File: src/rtl/regfile_array.sv
// regfile_array: byte-addressable register pairs with SP, PC, pair ops and an address latch.
// Byte 2k is the high half of pair k; pair ops override same-cycle byte writes.
module regfile_array #(
   parameter int DATA_W    = 8,
   parameter int NUM_PAIRS = 3,
   parameter int RESET_PC  = 0,
   parameter int XCHG_A    = 1,
   parameter int XCHG_B    = 2,
   localparam int NUM_REGS = 2 * NUM_PAIRS,
   localparam int RSEL_W   = $clog2(NUM_REGS),
   localparam int PSEL_W   = $clog2(NUM_PAIRS + 2),
   localparam int W        = 2 * DATA_W
) (
   input  logic              clk50M_i,
   input  logic              rst_ni,
   input  logic              wr8_en_i,
   input  logic [RSEL_W-1:0] wr8_sel_i,
   input  logic [DATA_W-1:0] wr8_data_i,
   input  logic [RSEL_W-1:0] rd_sel_a_i,
   input  logic [RSEL_W-1:0] rd_sel_b_i,
   output logic [DATA_W-1:0] rd_data_a_o,
   output logic [DATA_W-1:0] rd_data_b_o,
   input  logic [2:0]        pair_op_i,
   input  logic [PSEL_W-1:0] pair_sel_i,
   input  logic [W-1:0]      pair_data_i,
   input  logic              pc_inc_i,
   input  logic              addr_latch_i,
   input  logic [PSEL_W-1:0] addr_sel_i,
   output logic [W-1:0]      addr_o,
   output logic              pair_zero_o
);
   logic [DATA_W-1:0] reg_q [NUM_REGS];
   logic [DATA_W-1:0] reg_d [NUM_REGS];
   logic [W-1:0] sp_q, sp_d, pc_q, pc_d, addr_q, addr_d, cur, res;
   logic zero_q, zero_d, op_ok, arith;

   function automatic logic [W-1:0] pair_val(input logic [PSEL_W-1:0] s);
      pair_val = '0;
      for (int k = 0; k < NUM_PAIRS; k++)
         if (int'(s) == k) pair_val = {reg_q[2*k], reg_q[2*k+1]};
      if (int'(s) == NUM_PAIRS) pair_val = sp_q;
      if (int'(s) == NUM_PAIRS + 1) pair_val = pc_q;
   endfunction

   assign rd_data_a_o = (int'(rd_sel_a_i) < NUM_REGS) ? reg_q[rd_sel_a_i] : '0;
   assign rd_data_b_o = (int'(rd_sel_b_i) < NUM_REGS) ? reg_q[rd_sel_b_i] : '0;
   assign addr_o      = addr_q;
   assign pair_zero_o = zero_q;

   always_comb begin
      cur   = pair_val(pair_sel_i);
      op_ok = (pair_op_i inside {3'd1, 3'd2, 3'd3}) && int'(pair_sel_i) <= NUM_PAIRS + 1;
      arith = op_ok && pair_op_i != 3'd3;
      res   = pair_op_i == 3'd1 ? cur + 1'b1 : pair_op_i == 3'd2 ? cur - 1'b1 : pair_data_i;
      reg_d = reg_q;
      sp_d  = sp_q;
      pc_d  = pc_inc_i ? pc_q + 1'b1 : pc_q;
      if (wr8_en_i && int'(wr8_sel_i) < NUM_REGS) reg_d[wr8_sel_i] = wr8_data_i;
      // XCHG is written last among byte updates so it beats any same-cycle wr8
      if (pair_op_i == 3'd4) begin
         reg_d[2*XCHG_A]   = reg_q[2*XCHG_B];
         reg_d[2*XCHG_A+1] = reg_q[2*XCHG_B+1];
         reg_d[2*XCHG_B]   = reg_q[2*XCHG_A];
         reg_d[2*XCHG_B+1] = reg_q[2*XCHG_A+1];
      end
      for (int k = 0; k < NUM_PAIRS; k++)
         if (op_ok && int'(pair_sel_i) == k) begin
            reg_d[2*k]   = res[W-1:DATA_W];
            reg_d[2*k+1] = res[DATA_W-1:0];
         end
      if (op_ok && int'(pair_sel_i) == NUM_PAIRS) sp_d = res;
      if (op_ok && int'(pair_sel_i) == NUM_PAIRS + 1) pc_d = res;
      zero_d = arith ? (res == '0) : zero_q;
      addr_d = addr_latch_i ? pair_val(addr_sel_i) : addr_q;
   end

   always_ff @(posedge clk50M_i) begin
      if (!rst_ni) begin
         reg_q  <= '{default: '0};
         sp_q   <= '0;
         pc_q   <= W'(RESET_PC);
         addr_q <= '0;
         zero_q <= 1'b0;
      end else begin
         reg_q  <= reg_d;
         sp_q   <= sp_d;
         pc_q   <= pc_d;
         addr_q <= addr_d;
         zero_q <= zero_d;
      end
   end
endmodule

File: config.mk
export PLATFORM = sky130hd
export DESIGN_NAME = regfile_array
export DESIGN_NICKNAME = d
export VERILOG_FILES = /design/src/rtl/regfile_array.sv
export SDC_FILE = /design/constraint.sdc
export NUM_CORES = 1
export LEC_CHECK = 0
export BUFFER_PORTS_ARGS = -buffer_cell sky130_fd_sc_hd__buf_4
export CORE_UTILIZATION = 42
export CTS_CLUSTER_DIAMETER = 30
export DETAILED_ROUTE_END_ITERATION = 12
export PLACE_DENSITY = 0.59
export SYNTH_ARGS = -nofsm -noshare
export SYNTH_HDL_FRONTEND = slang
export SYNTH_SLANG_ARGS = --single-unit
File: constraint.sdc
create_clock -name clk50M_i -period 6.3 [get_ports clk50M_i]
set_clock_uncertainty 0.15 [all_clocks]
set_input_delay 0.945 -clock clk50M_i [delete_from_list [all_inputs] [get_ports clk50M_i]]
set_output_delay 0.945 -clock clk50M_i [all_outputs]
set_load 0.02 [all_outputs]
==> results_dict.tcl, run 1 <==
set metrics [dict create \
    setup_violations 0 \
    holdWs_ns 0.344 \
    chipHeight_um 136 \
    layout_common_cells "nor2_1, dfxtp_1, buf_4" \
    drc 0 \
    vdd_drop_max_uv 166 \
    cts_resized 0 \
    crit_fanout 41 \
    p_per_area_mw_per_mm2 190 \
    antenna_found_initial 0 \
    synth-seq-cells 97 \
    place_area_mm2 0.00816 \
    cts_root_buffer "clkbuf_16" \
    grt_pass1_wl_mm 45.1 \
    path_delay_family "simple AND/OR/NAND/NOR gates" \
    fillerInstances 1762 \
    min_period_ns 4.46 \
    io_buffers 79 \
    slew_viol_final 0 \
    cts_tree "yes" \
    finalNonFillerCells 1185 \
    cts_buffers 9 \
    p_switching_mw 0.531 \
    drv_cap 0 \
    finalCritPeriodShare_pct 70.7 \
    crit_buf_inv 3 \
    end_kind "flop" \
    initial_core_util_pct 43.3 \
    synth-async-reset-ratio_pct 0 \
    synth_edf_count 0 \
    power_frac_comb_pct 21.8 \
    worst_setup_path_start_kind "primary input" \
    drive_above_1_share_pct 16.7 \
    dieWidth_um 136 \
    grt-ovfl-total 0 \
    grt_usage_pct 33.3 \
    core_mm2 0.0174 \
    ys_types 75 \
    ff2ff_setup_slack_ns 2.50 \
    hold_viol 0 \
    grt_pass1_vias 7123 \
    crit_start "pair_sel_i[1]" \
    cts_setup_buffers 0 \
    wire_per_inst_um 26.0 \
    ant_nets 0 \
    synth_area_mm2 0.00755 \
    crit_end "pair_zero_o" \
    clk_latency_ns 0.36 \
    critPathSlowestCell "nor3b_2" \
    clkPwrFrac_pct 36.1 \
    design.die.area_mm2 0.0185 \
    tightest_slew_ns 1.23 \
    cts_buffer_depth 2 \
    dp_hpwl_mm 21.8 \
    status "finished clean" \
    grt_max_degree 95 \
    multi_input_area_mm2 0.00516 \
    io_pins 80 \
    criticalPathCategory "primary input to flop" \
    critPathArrivalTime_ns 4.57 \
    ctsHoldBuffers 0 \
    num_vias 7926 \
    ys.flop_type "dfxtp_1" \
    relSlewSlack_pct 17.7 \
    final_cell_area_mm2 0.00846 \
    crit_chain "buf_4, nor3b_2, and2_1, nor3_2, inv_1, ha_1, o221ai_2, nor3_1, nand4_1, xnor2_1, a221oi_1, buf_4, nand4_1, o31ai_2" \
    rows 48 \
    internal-power_mw 1.07 \
    rsz0062_at_grt "false" \
    drtIter0Drc 1106 \
    fmax_mhz 224 \
    syn_inst 932 \
    place_inst 1170 \
    syn_nets 982 \
    area_delta_synth_final_pct 12.1 \
    power_frac_seq_pct 42.1 \
    worstSetupPathDepth 14 \
    totalPowerFinal_mw 1.61 \
    worst_hold_path_type "flop to flop" \
    clock_sinks 97 \
    r2r-end "pair_zero_o" \
    ys_seq_area_share_pct 25.7 \
    r2r-start "reg_q[9]" \
    final-seq-area_mm2 0.00194 \
    switching_share_pct 33.1 \
    r2r_cells 9 \
    routed_wl_mm 30.8 \
    required_ns 6.42 \
    vias_per_cell 6.69 \
    synth_area_per_cell_um2 8.10 \
    diodes 0 \
    path_clk_slew_ns 0.07 \
    place.gp.congestion 0.969 \
    yosysWarnings 0 \
    fin_nets 1006 \
    cts_max_level 3 \
    drt_first_pass_iters 5 \
    slowest_delay_ns 0.75 \
    leakagePower_nw 3.03 \
    tns_ns 0 \
    layout_commonest_cell "nor2_1" \
]
state kept, by name, summed over array words and instances, names as in the netlist:
signal	flops
addr_o	16
pair_zero_o	1
pc_q	16
reg_q	48
sp_q	16
Yosys cell counts (all sizes together), types with 19 or more instances:
master,number,share of area [%]
inv,25,1.2
o221ai,20,2.4
a221o,19,2.5
dfxtp,97,26
o21ai,25,1.7
nor3,26,1.9
nor2,124,6.2
o22ai,31,2.8
a21oi,63,4.2
buf,20,1.9
nand2,60,3.0
a211oi,44,4.4
mux2i,80,11
clkbuf,58,2.9
final cells by class:
class	instances	share of cell area (%)
clock buffer	10	2.71
clock inverter	5	0.755
inverter	25	1.11
multi-input combinational	732	61.1
sequential	97	23.0
tap	225	3.33
timing repair buffer	91	8.08
kinds of logic (layout without fill, tap and decap cells):
group                      count (synthesis)  count (layout)  share of synthesized area (%)
buffers and inverters                    103             131                           5.98
xor gates and xnor gates                  33              33                           3.83
adders and majority gates                  3               3                          0.497
muxes                                    102             102                           16.4
and+or+nand+nor                          306             306                           19.7
DFF                                       97              97                           25.7
AOI/OAI and AO/OA                        288             288                           27.8
worst reg2reg max path, delay by kind of cell (launching register included):
family | cells | cell delay, ns
AO/OA/AOI/OAI | 4 | 1.39
XOR/XNOR | 1 | 0.16
flip-flops | 1 | 0.70
multiplexers | 1 | 0.16
AND/OR/NAND/NOR | 3 | 1.14
power by group through the flow:
stage,sequential (mW),clock [mW],combinational [mW]
4_1_cts,0.672,0.583,0.342
6_report,0.676,0.580,0.350
3_5_place_dp,0.687,0,0.341
5_1_grt,0.675,0.605,0.371
3_3_place_gp,0.687,0,0.340
2_1_floorplan,0.672,0,0.228
through the flow:
stage | utilization (%) | worst slack (ns)
6_report | 48.6 | 1.84
5_1_grt | 48.6 | 1.61
2_1_floorplan | - | 2.42
3_5_place_dp | 46.9 | 1.59
3_3_place_gp | 46.9 | 1.64
4_1_cts | 48.6 | 1.97
per-layer routing:
| layer | global-route usage (%) | up-vias | wire, um |
|---|---|---|---|
| met5 | 0 | - | 0 |
| met4 | 18.6 | 0 | 1680 |
| met3 | 5.93 | 99 | 3110 |
| met2 | 50.9 | 516 | 13700 |
| met1 | 44.0 | 3736 | 12300 |
| li1 | - | 3575 | - |
how the worst min path moves through the flow:
stage	startpoint	to	slack, ns	depth (start not counted)
final	addr_o[14]	addr_o[14]	0.34	2
after global routing	sp_q[2]	sp_q[2]	0.36	2
after CTS	sp_q[2]	sp_q[2]	0.34	2
after detailed placement	sp_q[2]	sp_q[2]	0.33	2
after global placement	sp_q[2]	sp_q[2]	0.33	2
after floorplan	sp_q[1]	sp_q[1]	0.30	2
(Power assumes the default switching activity.)
==> run 2, diff against run 1 <==
Clock period 6.3 ns to 4.3 ns, I/O delays scaled along.
==> run 2 against run 1 <==
Net effect: hold slack about the same; global-route usage increased by 1.7 points; core utilization increased by 1.6 points; count of clock-buffer cells in the layout increased by 1; design area increased by 3.2%; flip-flop and latch count unchanged; critical path depth decreased by 3; highest routed layer unchanged; largest cell class unchanged; first-iteration DRC count decreased by 15%; sequential share of layout area decreased by 0.72 points; largest power group unchanged.
==> results_dict.tcl, run 2 (same netlist as run 1, synthesis figures left out) <==
set metrics [dict create \
    status "finished clean" \
    fin_nets 1045 \
    slew_viol_final 0 \
    vias_per_cell 6.53 \
    finalNonFillerCells 1225 \
    leakagePower_nw 3.22 \
    drt_first_pass_iters 5 \
    ff2ff_setup_slack_ns 0.87 \
    path_clk_slew_ns 0.07 \
    place_inst 1209 \
    path_delay_family "simple AND/OR/NAND/NOR gates" \
    routed_wl_mm 31.8 \
    diodes 0 \
    cts_buffer_depth 2 \
    slowest_delay_ns 0.55 \
    place.gp.congestion 1.04 \
    dieWidth_um 136 \
    required_ns 4.42 \
    area_delta_synth_final_pct 15.7 \
    grt_max_degree 36 \
    r2r-start "reg_q[0]" \
    cts_resized 0 \
    min_period_ns 3.63 \
    drtIter0Drc 943 \
    cts_setup_buffers 0 \
    worstSetupPathDepth 11 \
    crit_end "pair_zero_o" \
    wire_per_inst_um 26.0 \
    cts_buffers 9 \
    grt_pass1_vias 7503 \
    r2r-end "pair_zero_o" \
    hold_viol 0 \
    grt_usage_pct 35.0 \
    cts_max_level 3 \
    fmax_mhz 275 \
    ant_nets 0 \
    drv_cap 0 \
    end_kind "flop" \
    worst_setup_path_start_kind "primary input" \
    cts_tree "yes" \
    crit_chain "buf_4, buf_4, mux2i_1, o22ai_2, nor2_1, nand4_1, or4_1, a32oi_1, and2_1, nand4_1, o31ai_2" \
    rows 48 \
    crit_start "pair_sel_i[1]" \
    design.die.area_mm2 0.0185 \
    p_per_area_mw_per_mm2 265 \
    relSlewSlack_pct 27.3 \
    criticalPathCategory "primary input to flop" \
    ctsHoldBuffers 0 \
    grt_pass1_wl_mm 47.5 \
    worst_hold_path_type "flop to flop" \
    layout_commonest_cell "buf_4" \
    r2r_cells 12 \
    initial_core_util_pct 43.3 \
    clk_latency_ns 0.35 \
    core_mm2 0.0174 \
    clock_sinks 97 \
    cts_root_buffer "clkbuf_16" \
    tightest_slew_ns 1.09 \
    io_pins 80 \
    setup_violations 0 \
    crit_fanout 28 \
    dp_hpwl_mm 23.2 \
    largest_reg_flops 48 \
    antenna_found_initial 0 \
    crit_buf_inv 2 \
    io_buffers 79 \
    finalCritPeriodShare_pct 84.5 \
    tns_ns 0 \
    critPathArrivalTime_ns 3.75 \
    vdd_drop_max_uv 188 \
    layout_common_cells "buf_4, nor2_1, dfxtp_1" \
    num_vias 7996 \
    drc 0 \
    critPathSlowestCell "or4_1" \
    rsz0062_at_grt "false" \
    chipHeight_um 136 \
    regMostFlops "reg_q" \
    drive_above_1_share_pct 19.9 \
    grt-ovfl-total 0 \
]
run 2: cell types whose count changed in the layout (fill, tap and decap cells not counted):
cell	previous run	this run
buf_4	91	130
inv_6	2	0
bufinv_16	1	0
clkbuf_1	1	2
clkinv_2	0	1
clkinv_4	1	2
inv_8	0	1
run 2: worst min-delay path by stage:
stage / start / to / slack (ns) / cells past startpoint
after floorplan: sp_q[1] / sp_q[1] / 0.30 / 2
after global placement: addr_o[12] / addr_o[12] / 0.33 / 2
after detailed placement: sp_q[2] / sp_q[2] / 0.33 / 2
after CTS: sp_q[2] / sp_q[2] / 0.34 / 2
after global routing: addr_o[14] / addr_o[14] / 0.36 / 2
final: sp_q[2] / sp_q[2] / 0.34 / 2
run 2: area by class of cell:
| class | count | area [um2] |
|---|---|---|
| repair buffers | 130 | 976 |
| clock inverters | 5 | 41.3 |
| multi-input cells | 732 | 5160 |
| well taps | 225 | 282 |
| inverters | 25 | 93.8 |
| fillers | 1774 | 8690 |
| flip-flops and latches | 97 | 1940 |
| clock buffers | 11 | 233 |
run 2: tightest hold or removal path, cell delays in order (launching register included):
cell	delay, ns
dfxtp_1	0.34
nand2_1	0.06
a21oi_1	0.05
run 2: routing by layer:
layer  routed length [um]  global-route usage, %  vias to the layer above
met5                    0                      0                        -
met4                 2000                   20.7                        0
met3                 3340                   8.65                      114
met2                13600                   51.9                      452
met1                12900                   45.7                     3769
li1                     -                      -                     3661
run 2: report_power, final:
| part | switching (mW) | internal [mW] | total (mW) |
|---|---|---|---|
| Clock | 0.380 | 0.399 | 0.779 |
| Combinational | 0.341 | 0.213 | 0.554 |
| Sequential | 0.0520 | 0.929 | 0.981 |
run 2: stage by stage:
stage | util (%) | total power, mW | hold slack [ns] | cell area, um2 | worst slack (ns)
final | 50.1 | 2.31 | 0.345 | 8730 | 0.668
after global routing | 50.1 | 2.39 | 0.357 | 8730 | 0.346
after CTS | 50.1 | 2.30 | 0.342 | 8730 | 0.690
after detailed placement | 48.6 | 1.54 | 0.333 | 8460 | 0.313
after global placement | 48.6 | 1.54 | 0.331 | 8460 | 0.349
after floorplan | - | 1.32 | 0.299 | 7550 | 0.719
